### config.mk
export PLATFORM = sky130hd
export DESIGN_NAME = rtc_bus_sequencer_flat
export DESIGN_NICKNAME = d
export VERILOG_FILES = /design/src/rtl/rtc_bus_sequencer_if.sv /design/src/rtl/rtc_bus_sequencer.sv /design/src/flat_wrapper.sv
export SDC_FILE = /design/constraint.sdc
export NUM_CORES = 1
export LEC_CHECK = 0
export CAP_MARGIN = 20
export CORE_AREA = 2 2 71 100
export CTS_CLUSTER_SIZE = 24
export DETAILED_ROUTE_END_ITERATION = 8
export DIE_AREA = 0 0 73 102
export GPL_TIMING_DRIVEN = 0
export MAX_ROUTING_LAYER = met4
export PLACE_DENSITY = 0.64
export REMOVE_ABC_BUFFERS = 1
export SLEW_MARGIN = 5
export SYNTH_ARGS = -nofsm -noshare
export SYNTH_HDL_FRONTEND = slang
export SYNTH_SLANG_ARGS = --single-unit
### constraint.sdc
create_clock -name clk -period 1.8 [get_ports clk]
set_input_delay 0.27 -clock clk [delete_from_list [all_inputs] [get_ports clk]]
set_output_delay 0.27 -clock clk [all_outputs]
set_load 0.005 [all_outputs]
### src/rtl/rtc_bus_sequencer_if.sv
// ----------------------------------------------------------------------------
// rtc_bus_sequencer_if
//
// Purpose:
//   Bundles the requester handshake and the RTC multiplexed address/data bus
//   signals of rtc_bus_sequencer into one interface.
//
// Signal summary:
//   rd_req / rd_addr              read requester (level request, register addr)
//   wr_req / wr_addr / wr_data    write requester (level request, addr, data)
//   grant_rd / grant_wr           one-cycle accept pulses
//   done / busy                   transaction end pulse, not-idle status
//   rd_data                       last read result
//   cs_n, rd_n, wr_n, ad_n        RTC strobes (ad_n=0: bus carries an address)
//   ad_oe / ad_out / ad_in        tristate enable, driven value, sampled value
//
// Modports:
//   master  requesters plus the RTC pad side (drive requests and ad_in)
//   slave   the sequencer itself
// ----------------------------------------------------------------------------
interface rtc_bus_sequencer_if;
    logic       rd_req;
    logic [7:0] rd_addr;
    logic       wr_req;
    logic [7:0] wr_addr;
    logic [7:0] wr_data;
    logic       grant_rd;
    logic       grant_wr;
    logic       done;
    logic       busy;
    logic [7:0] rd_data;
    logic       cs_n;
    logic       rd_n;
    logic       wr_n;
    logic       ad_n;
    logic       ad_oe;
    logic [7:0] ad_out;
    logic [7:0] ad_in;

    modport master (
        output rd_req, rd_addr, wr_req, wr_addr, wr_data, ad_in,
        input  grant_rd, grant_wr, done, busy, rd_data,
               cs_n, rd_n, wr_n, ad_n, ad_oe, ad_out
    );

    modport slave (
        input  rd_req, rd_addr, wr_req, wr_addr, wr_data, ad_in,
        output grant_rd, grant_wr, done, busy, rd_data,
               cs_n, rd_n, wr_n, ad_n, ad_oe, ad_out
    );
endinterface

### src/rtl/rtc_bus_sequencer.sv
// ----------------------------------------------------------------------------
// rtc_bus_sequencer
//
// Purpose:
//   Sequences every access to the external RTC chip over its multiplexed
//   address/data bus (address phase, gap, data phase) and arbitrates the bus
//   between the periodic display read path and the user write path.
//   Each of the five bus phases lasts T_PHASE clocks, timed by an internal
//   phase counter.
//
// Parameters:
//   T_PHASE  clocks per bus phase, legal range 1..255
//
// Ports:
//   clk   system clock, all state changes on the rising edge
//   rst   asynchronous reset, active-low
//   bus   rtc_bus_sequencer_if.slave: request/grant handshake, status and
//         RTC strobes / address-data bus
//
// Timing:
//   All outputs are registered from the current state, so bus values follow
//   the FSM state by one clock. With a grant visible in cycle g, cs_n is low
//   for cycles g+1 .. g+5*T_PHASE and done pulses in cycle g+5*T_PHASE+1.
// ----------------------------------------------------------------------------
module rtc_bus_sequencer #(
    parameter int T_PHASE = 4
) (
    input  logic               clk,
    input  logic               rst,
    rtc_bus_sequencer_if.slave bus
);

    typedef enum logic [2:0] {
        IDLE       = 3'd0,
        ADDR_SETUP = 3'd1,
        ADDR_HOLD  = 3'd2,
        GAP        = 3'd3,
        DATA_ACT   = 3'd4,
        DATA_HOLD  = 3'd5,
        DONE       = 3'd6
    } state_t;

    typedef enum logic {
        SERVED_RD = 1'b0,
        SERVED_WR = 1'b1
    } served_t;

    localparam logic [7:0] PHASE_LAST = 8'(T_PHASE - 1);

    state_t     state;
    state_t     state_next;
    logic [7:0] phase_cnt;
    logic       phase_end;
    served_t    last_served;

    // Transaction context, captured at accept so that later changes on the
    // request inputs cannot disturb the transaction in flight.
    logic       txn_wr;
    logic [7:0] addr_q;
    logic [7:0] data_q;

    logic       accept;
    logic       accept_wr;

    // Decoded bus values for the current state, registered into the outputs.
    logic       cs_n_d;
    logic       rd_n_d;
    logic       wr_n_d;
    logic       ad_n_d;
    logic       ad_oe_d;
    logic [7:0] ad_out_d;
    logic       done_d;
    logic       busy_d;

    // ------------------------------------------------------------------
    // Next-state logic and arbitration
    // ------------------------------------------------------------------
    // NOTE: every signal driven here gets a default first, so no path can
    // leave it unassigned and infer a latch.
    always_comb begin : next_state_logic
        state_next = state;
        accept     = 1'b0;
        accept_wr  = 1'b0;
        phase_end  = (phase_cnt == PHASE_LAST);

        case (state)
            IDLE: begin
                // Requests are only looked at here; anything raised while a
                // transaction runs waits until the FSM is back in IDLE.
                if (bus.rd_req && bus.wr_req) begin
                    accept    = 1'b1;
                    accept_wr = (last_served == SERVED_RD);
                end else if (bus.rd_req) begin
                    accept = 1'b1;
                end else if (bus.wr_req) begin
                    accept    = 1'b1;
                    accept_wr = 1'b1;
                end
                if (accept) begin
                    state_next = ADDR_SETUP;
                end
            end
            ADDR_SETUP: if (phase_end) state_next = ADDR_HOLD;
            ADDR_HOLD:  if (phase_end) state_next = GAP;
            GAP:        if (phase_end) state_next = DATA_ACT;
            DATA_ACT:   if (phase_end) state_next = DATA_HOLD;
            DATA_HOLD:  if (phase_end) state_next = DONE;
            DONE:       state_next = IDLE;
            default:    state_next = IDLE;
        endcase
    end

    // ------------------------------------------------------------------
    // Per-state bus values
    // ------------------------------------------------------------------
    always_comb begin : output_decode
        cs_n_d   = 1'b1;
        rd_n_d   = 1'b1;
        wr_n_d   = 1'b1;
        ad_n_d   = 1'b1;
        ad_oe_d  = 1'b0;
        ad_out_d = 8'h00;
        done_d   = 1'b0;
        busy_d   = (state != IDLE);

        case (state)
            ADDR_SETUP: begin
                cs_n_d   = 1'b0;
                ad_n_d   = 1'b0;
                wr_n_d   = 1'b0;
                ad_oe_d  = 1'b1;
                ad_out_d = addr_q;
            end
            ADDR_HOLD: begin
                cs_n_d   = 1'b0;
                ad_n_d   = 1'b0;
                ad_oe_d  = 1'b1;
                ad_out_d = addr_q;
            end
            GAP: begin
                // Bus released between address and data so the RTC can turn
                // its drivers around on a read.
                cs_n_d = 1'b0;
            end
            DATA_ACT: begin
                cs_n_d = 1'b0;
                if (txn_wr) begin
                    wr_n_d   = 1'b0;
                    ad_oe_d  = 1'b1;
                    ad_out_d = data_q;
                end else begin
                    rd_n_d = 1'b0;
                end
            end
            DATA_HOLD: begin
                cs_n_d = 1'b0;
                if (txn_wr) begin
                    ad_oe_d  = 1'b1;
                    ad_out_d = data_q;
                end
            end
            DONE: begin
                done_d = 1'b1;
            end
            default: begin
            end
        endcase
    end

    // ------------------------------------------------------------------
    // State, phase counter and transaction context
    // ------------------------------------------------------------------
    // NOTE: sequential state uses non-blocking assignments so every register
    // samples pre-edge values regardless of statement order.
    always_ff @(posedge clk or negedge rst) begin : state_reg
        if (!rst) begin
            state       <= IDLE;
            phase_cnt   <= 8'h00;
            last_served <= SERVED_WR;
            txn_wr      <= 1'b0;
            addr_q      <= 8'h00;
            data_q      <= 8'h00;
        end else begin
            state <= state_next;

            // Counter restarts on every state change; IDLE and DONE never
            // count because they do not last a full phase.
            if (state_next != state) begin
                phase_cnt <= 8'h00;
            end else if (state != IDLE) begin
                phase_cnt <= phase_cnt + 8'd1;
            end

            if (accept) begin
                txn_wr      <= accept_wr;
                last_served <= accept_wr ? SERVED_WR : SERVED_RD;
                addr_q      <= accept_wr ? bus.wr_addr : bus.rd_addr;
                data_q      <= bus.wr_data;
            end
        end
    end

    // ------------------------------------------------------------------
    // Registered outputs
    // ------------------------------------------------------------------
    always_ff @(posedge clk or negedge rst) begin : output_reg
        if (!rst) begin
            bus.cs_n     <= 1'b1;
            bus.rd_n     <= 1'b1;
            bus.wr_n     <= 1'b1;
            bus.ad_n     <= 1'b1;
            bus.ad_oe    <= 1'b0;
            bus.ad_out   <= 8'h00;
            bus.done     <= 1'b0;
            bus.busy     <= 1'b0;
            bus.grant_rd <= 1'b0;
            bus.grant_wr <= 1'b0;
            bus.rd_data  <= 8'h00;
        end else begin
            bus.cs_n     <= cs_n_d;
            bus.rd_n     <= rd_n_d;
            bus.wr_n     <= wr_n_d;
            bus.ad_n     <= ad_n_d;
            bus.ad_oe    <= ad_oe_d;
            bus.ad_out   <= ad_out_d;
            bus.done     <= done_d;
            bus.busy     <= busy_d;
            bus.grant_rd <= accept && !accept_wr;
            bus.grant_wr <= accept && accept_wr;

            // Capture on the edge where rd_n rises: the strobe output is
            // still low and the FSM has just left DATA_ACT. Only reads ever
            // drive rd_n low, so writes cannot touch rd_data.
            if (!bus.rd_n && (state == DATA_HOLD)) begin
                bus.rd_data <= bus.ad_in;
            end
        end
    end

endmodule

### src/flat_wrapper.sv
// flat-port wrapper written by rule: the top's interface ports become plain ports
module rtc_bus_sequencer_flat 
#(
    parameter int T_PHASE = 4
)
  (clk, rst, bus_rd_req, bus_rd_addr, bus_wr_req, bus_wr_addr, bus_wr_data, bus_ad_in, bus_grant_rd, bus_grant_wr, bus_done, bus_busy, bus_rd_data, bus_cs_n, bus_rd_n, bus_wr_n, bus_ad_n, bus_ad_oe, bus_ad_out);
  rtc_bus_sequencer_if bus_i ();
  input  logic clk;
  input  logic rst;
  input wire logic [$bits(bus_i.rd_req)-1:0] bus_rd_req;
  input wire logic [$bits(bus_i.rd_addr)-1:0] bus_rd_addr;
  input wire logic [$bits(bus_i.wr_req)-1:0] bus_wr_req;
  input wire logic [$bits(bus_i.wr_addr)-1:0] bus_wr_addr;
  input wire logic [$bits(bus_i.wr_data)-1:0] bus_wr_data;
  input wire logic [$bits(bus_i.ad_in)-1:0] bus_ad_in;
  output wire logic [$bits(bus_i.grant_rd)-1:0] bus_grant_rd;
  output wire logic [$bits(bus_i.grant_wr)-1:0] bus_grant_wr;
  output wire logic [$bits(bus_i.done)-1:0] bus_done;
  output wire logic [$bits(bus_i.busy)-1:0] bus_busy;
  output wire logic [$bits(bus_i.rd_data)-1:0] bus_rd_data;
  output wire logic [$bits(bus_i.cs_n)-1:0] bus_cs_n;
  output wire logic [$bits(bus_i.rd_n)-1:0] bus_rd_n;
  output wire logic [$bits(bus_i.wr_n)-1:0] bus_wr_n;
  output wire logic [$bits(bus_i.ad_n)-1:0] bus_ad_n;
  output wire logic [$bits(bus_i.ad_oe)-1:0] bus_ad_oe;
  output wire logic [$bits(bus_i.ad_out)-1:0] bus_ad_out;
  assign bus_i.rd_req = bus_rd_req;
  assign bus_i.rd_addr = bus_rd_addr;
  assign bus_i.wr_req = bus_wr_req;
  assign bus_i.wr_addr = bus_wr_addr;
  assign bus_i.wr_data = bus_wr_data;
  assign bus_i.ad_in = bus_ad_in;
  assign bus_grant_rd = bus_i.grant_rd;
  assign bus_grant_wr = bus_i.grant_wr;
  assign bus_done = bus_i.done;
  assign bus_busy = bus_i.busy;
  assign bus_rd_data = bus_i.rd_data;
  assign bus_cs_n = bus_i.cs_n;
  assign bus_rd_n = bus_i.rd_n;
  assign bus_wr_n = bus_i.wr_n;
  assign bus_ad_n = bus_i.ad_n;
  assign bus_ad_oe = bus_i.ad_oe;
  assign bus_ad_out = bus_i.ad_out;
  rtc_bus_sequencer #(.T_PHASE(T_PHASE)) u_core (.clk(clk), .rst(rst), .bus(bus_i));
endmodule
After elaboration in Yosys (flattened, before gate mapping):

Cells that the tools add are included.

* bits in registers: 54
* output and inout bits: 25
* word-level logic and storage cells: 68

* $add $sub $neg: 1
* equality and inequality tests: 8
* mux-type cells: 29
* bitwise operators: 1
* reductions and logical operators: 12

Operator list (number)
* 8-bit 2-to-1 mux: 4
* 3-bit 2-to-1 mux: 6
* 3-bit case mux with 6 select lines: 1
* 8-bit case mux with 2 select lines: 1
* 1-bit 2-to-1 mux: 15
* 3-bit equality test (second input constant): 3
* 8-bit by 1-bit adder with 8-bit output (second input constant): 1
* 8-bit by 2-bit equality test with 1-bit output (second input constant): 1
* 3-bit by 2-bit equality test with 1-bit output (second input constant): 2
* 5-bit OR reduction: 1
* 1-bit logical AND: 4
* 1-bit case mux with 2 select lines: 2
* 2-bit OR reduction: 2
* 3-bit by 1-bit equality test with 1-bit output (second input constant): 1
* 3-bit zero test: 1
* 3-bit inequality test: 1
* 3-bit nonzero test: 1
* 1-bit zero test: 2
* 2-bit nonzero test: 1
* 1-bit inverter: 1

Depth between registers and ports, before layout:

* word-level depth: 8
* depth in mapped cells: 6
* mapped depth without buffers: 5

Worst setup path before layout:

OpenSTA, ideal clock, no wires.

* path type: register to register
* from: reg u_core.state[1]
* to: reg u_core.bus.rd_data[0]
* setup time: 0.125 ns
* arrival time: 1.347 ns
* required time: 1.675 ns
* setup slack: 0.329 ns
* stages on the path, launching flop included: 5
* period minus slack after synthesis: 1.471 ns
* cell sequence: dfrtp_1 -> buf_2 -> nand2b_4 -> nor3_4 -> mux2_2

* word-level cells in the longest chain between the ends: 2

Ends and longest elaborated chain
* start: declaration: RTL line rtc_bus_sequencer.sv:50 `state_t state;`
* start signal: assignment: RTL line rtc_bus_sequencer.sv:184 `state <= state_next;`
* 3-bit equality test: RTL line rtc_bus_sequencer.sv:234 `if (!bus.rd_n && (state == DATA_HOLD)) begin`
* 1-bit logical AND: RTL line rtc_bus_sequencer.sv:234
* end signal: assignment: RTL line rtc_bus_sequencer.sv:235 `bus.rd_data <= bus.ad_in;`
* end: declaration: RTL line rtc_bus_sequencer_if.sv:48 `output grant_rd, grant_wr, done, busy, rd_data,`

No other way between the ends.
A chain may end at the register's enable or synchronous reset.

Worst setup path after layout:

* from: reg u_core.bus.rd_n
* to: out bus_rd_n

RTL lines
* start: declaration: RTL line rtc_bus_sequencer_if.sv:49 `cs_n, rd_n, wr_n, ad_n, ad_oe, ad_out`
* start signal: assignment: RTL line rtc_bus_sequencer.sv:221 `bus.rd_n <= rd_n_d;`
* end: declaration: RTL line flat_wrapper.sv:22 `output wire logic [$bits(bus_i.rd_n)-1:0] bus_rd_n;`

No word-level cell between the ends.

==> reports/summary.txt <==
DIE AREA: 7450 µm²
Routed WL: 4610 µm
minimum clock period: 1640 ps
required time of the critical path: 1530 ps
DIE WIDTH: 73 µm
slowest CP cell: dfstp_2
number of placement rows: 35
Syn Std Cell Area: 2210 µm²
Vias per Instance: 4.98
type of element launching the critical path: flop
final cycle utilization of the critical path: 0.910
number of buffers created by CTS: 5
master cell of the clock root buffer: clkbuf_8
cell count after synthesis: 187
global-route total usage across every layer: 0.137
clock tree from TritonCTS: built
number of global-route vias before repair: 1,674
Mean Syn Cell Area: 11.8 µm²
router iterations before antenna repair: 4
DRC violation count after routing: 0
cell leakage power: 0.00138 µW
final number of hold-violating endpoints: 0
weighted congestion at the end of routability-driven global placement: 0.809
Least-Margin Pin Slew: 617 ps
largest cells by area after synthesis: dfrtp_1 (55%), a22o_1 (6.3%), dfstp_2 (5.9%), nand2_1 (5.4%), mux2_2 (4.1%)
most used cells in the layout excluding fill and tap cells: clkdlybuf4s50_1 (59), dfrtp_1 (49), nand2_1 (32)
n_diodes: 0
peak clock frequency supported by timing: 611 MHz
Max Buffers Root-to-Sink: 2
buffering stage count on the worst path with inverters included: 1
routed length per instance: 14.1 µm
cell-by-cell listing of the critical path: clkdlybuf4s50_1
# port buffers: 60
kind of end point of the critical path: output port
most common cell after layout, fill and taps aside: clkdlybuf4s50_1
clock latency reported for the late side of the worst-skew pair: 310 ps
outcome: finished, final reports clean
setup tns final: 0 ps
number of different library cells in the post-synthesis netlist: 37
arrival time of data at the critical path endpoint: 1370 ps
net count of the finished layout: 289
register-to-register path setup slack: 160 ps
Post-DP HPWL: 3220 µm
final count of pins violating max slew: 0
Tot Pwr: 4260 µW
number of violations reported at the end of detailed-routing iteration 0: 104
delay of the slowest cell on the worst path: 560 ps
wire length of the first global-routing pass: 7620 µm
power per standard cell area: 1400 nW/µm²
Fin Hold WS: 420 ps
highest ir drop seen on vdd: 0.000741 V
Layout area overhead: 37.1%
total grt overflow: 0
Setup Slack @ Placement: -305 ps
clk slew on worst S/H paths: 100 ps
worst rel slew slack: 0.587
initial antenna violation count: 0
layout cells sized above 1: 0.138
dominant delay contributor by cell family on the critical path: flip-flops
filler instances: 620
Final setup violation count: 0
Clock Sinks: 54
synth warn: 0
CTS H-tree lvls: 2
path type of the worst min-delay path: primary input to async pin
Final WS setup: 163 ps
sequential cell area fraction in the yosys report: 0.613
worst-path fanout max: 2
critical path type: flop to output port
vias after detailed routing: 1,630
area of the core region: 6530 µm²
clock skew after layout: 5.75 ps
post-synth top area cell: dfrtp_1
area share of the largest cell type after synthesis: 0.554
setup repair after global routing missed its margin: no
final antenna-violating net count: 0
vertical die dimension: 102 µm
Max Cap Viol: 0
total I/O pin count: 61
maximum number of pins on one net before global-route repair: 38
initial core utilization: 0.339
FF+latch count, synth: 54
## where the power goes
group | leakage, µW | internal [µW] | switching [µW]
clock network | 0.0000478 | 317 | 402
registers | 0.000679 | 1670 | 304
logic | 0.000654 | 861 | 705
total | 0.00138 | 2850 | 1410
## worst reg2reg max path, cell delays in order, from the launching register on
cell and delay (ps):
dfrtp_1 520, nor3_4 340, and3_4 370, nor2_4 100, a21o_1 220
## cells in the mapped netlist (all sizes together)
cell     number
dfrtp        49
nand2        32
a22o         16
nor2         12
a21o         10
mux2          8
inv           7
o21ai         6
dfstp         5
nand3         5
buf           4
and3          3
nand2b        3
nor3          3
xnor2         3
a21oi         2
a31oi         2
nor4          2
o211ai        2
or3           2
xor2          2
a2111oi       1
a211o         1
a32o          1
and4          1
clkbuf        1
ha            1
mux2i         1
nand4         1
o21bai        1
## routing by layer
layer,GRT usage,routed length [µm]
met1,0.152,1880
met2,0.239,2430
met3,0.0256,217
met4,0.0513,83
met5,-,0
## cell families (layout without fill, tap and decap cells)
logic type      Yosys count  in the layout  share of synthesized area
simple gates             64             64                      0.144
flops                    54             54                      0.613
compound gates           42             42                      0.146
buf+inv                  12             78                     0.0266
mux                       9              9                     0.0452
xor+xnor                  5              5                     0.0198
fa+ha+maj                 1              1                    0.00565
## cell type report
type,instances,area [µm²],area share
Inverter,7,26.3,0.00866
Sequential cell,54,1360,0.447
Clock inverter,2,16.3,0.00536
Multi-Input combinational cell,121,826,0.272
Tap cell,74,92.6,0.0305
Clock buffer,6,82.6,0.0272
Timing Repair Buffer,63,633,0.209
## stage by stage
step           cell area (µm²)   util  cells
6_report                  3030  0.465    327
5_1_grt                   3030  0.465    327
4_1_cts                   3020  0.463    326
3_5_place_dp              2890  0.443    317
3_3_place_gp              2870  0.440    316
2_1_floorplan             2180      -    182
## final timing paths
kind / start / cells after the start / endpoint
worst max-delay path: u_core.bus.rd_n / 1 / bus_rd_n
worst min-delay path: rst / 2 / u_core.phase_cnt[7]
worst max register to register: u_core.state[1] / 4 / u_core.addr_q[1]
worst min register to register: u_core.data_q[0] / 2 / u_core.data_q[0]
max in group asynchronous: rst / 3 / u_core.last_served
min in group clk: bus_wr_data[4] / 3 / u_core.data_q[4]
## repair_timing
item / in CTS / in global routing
endpoints found under the hold margin: 14 / 0
gates cloned: 0 / 0
pin swaps: 1 / 1
resized for setup: 6 / 1
setup buffers: 0 / 1
hold buffers: 1 / 0
setup endpoints to repair: 17 / 18
Power figures use the tool's default switching activity.
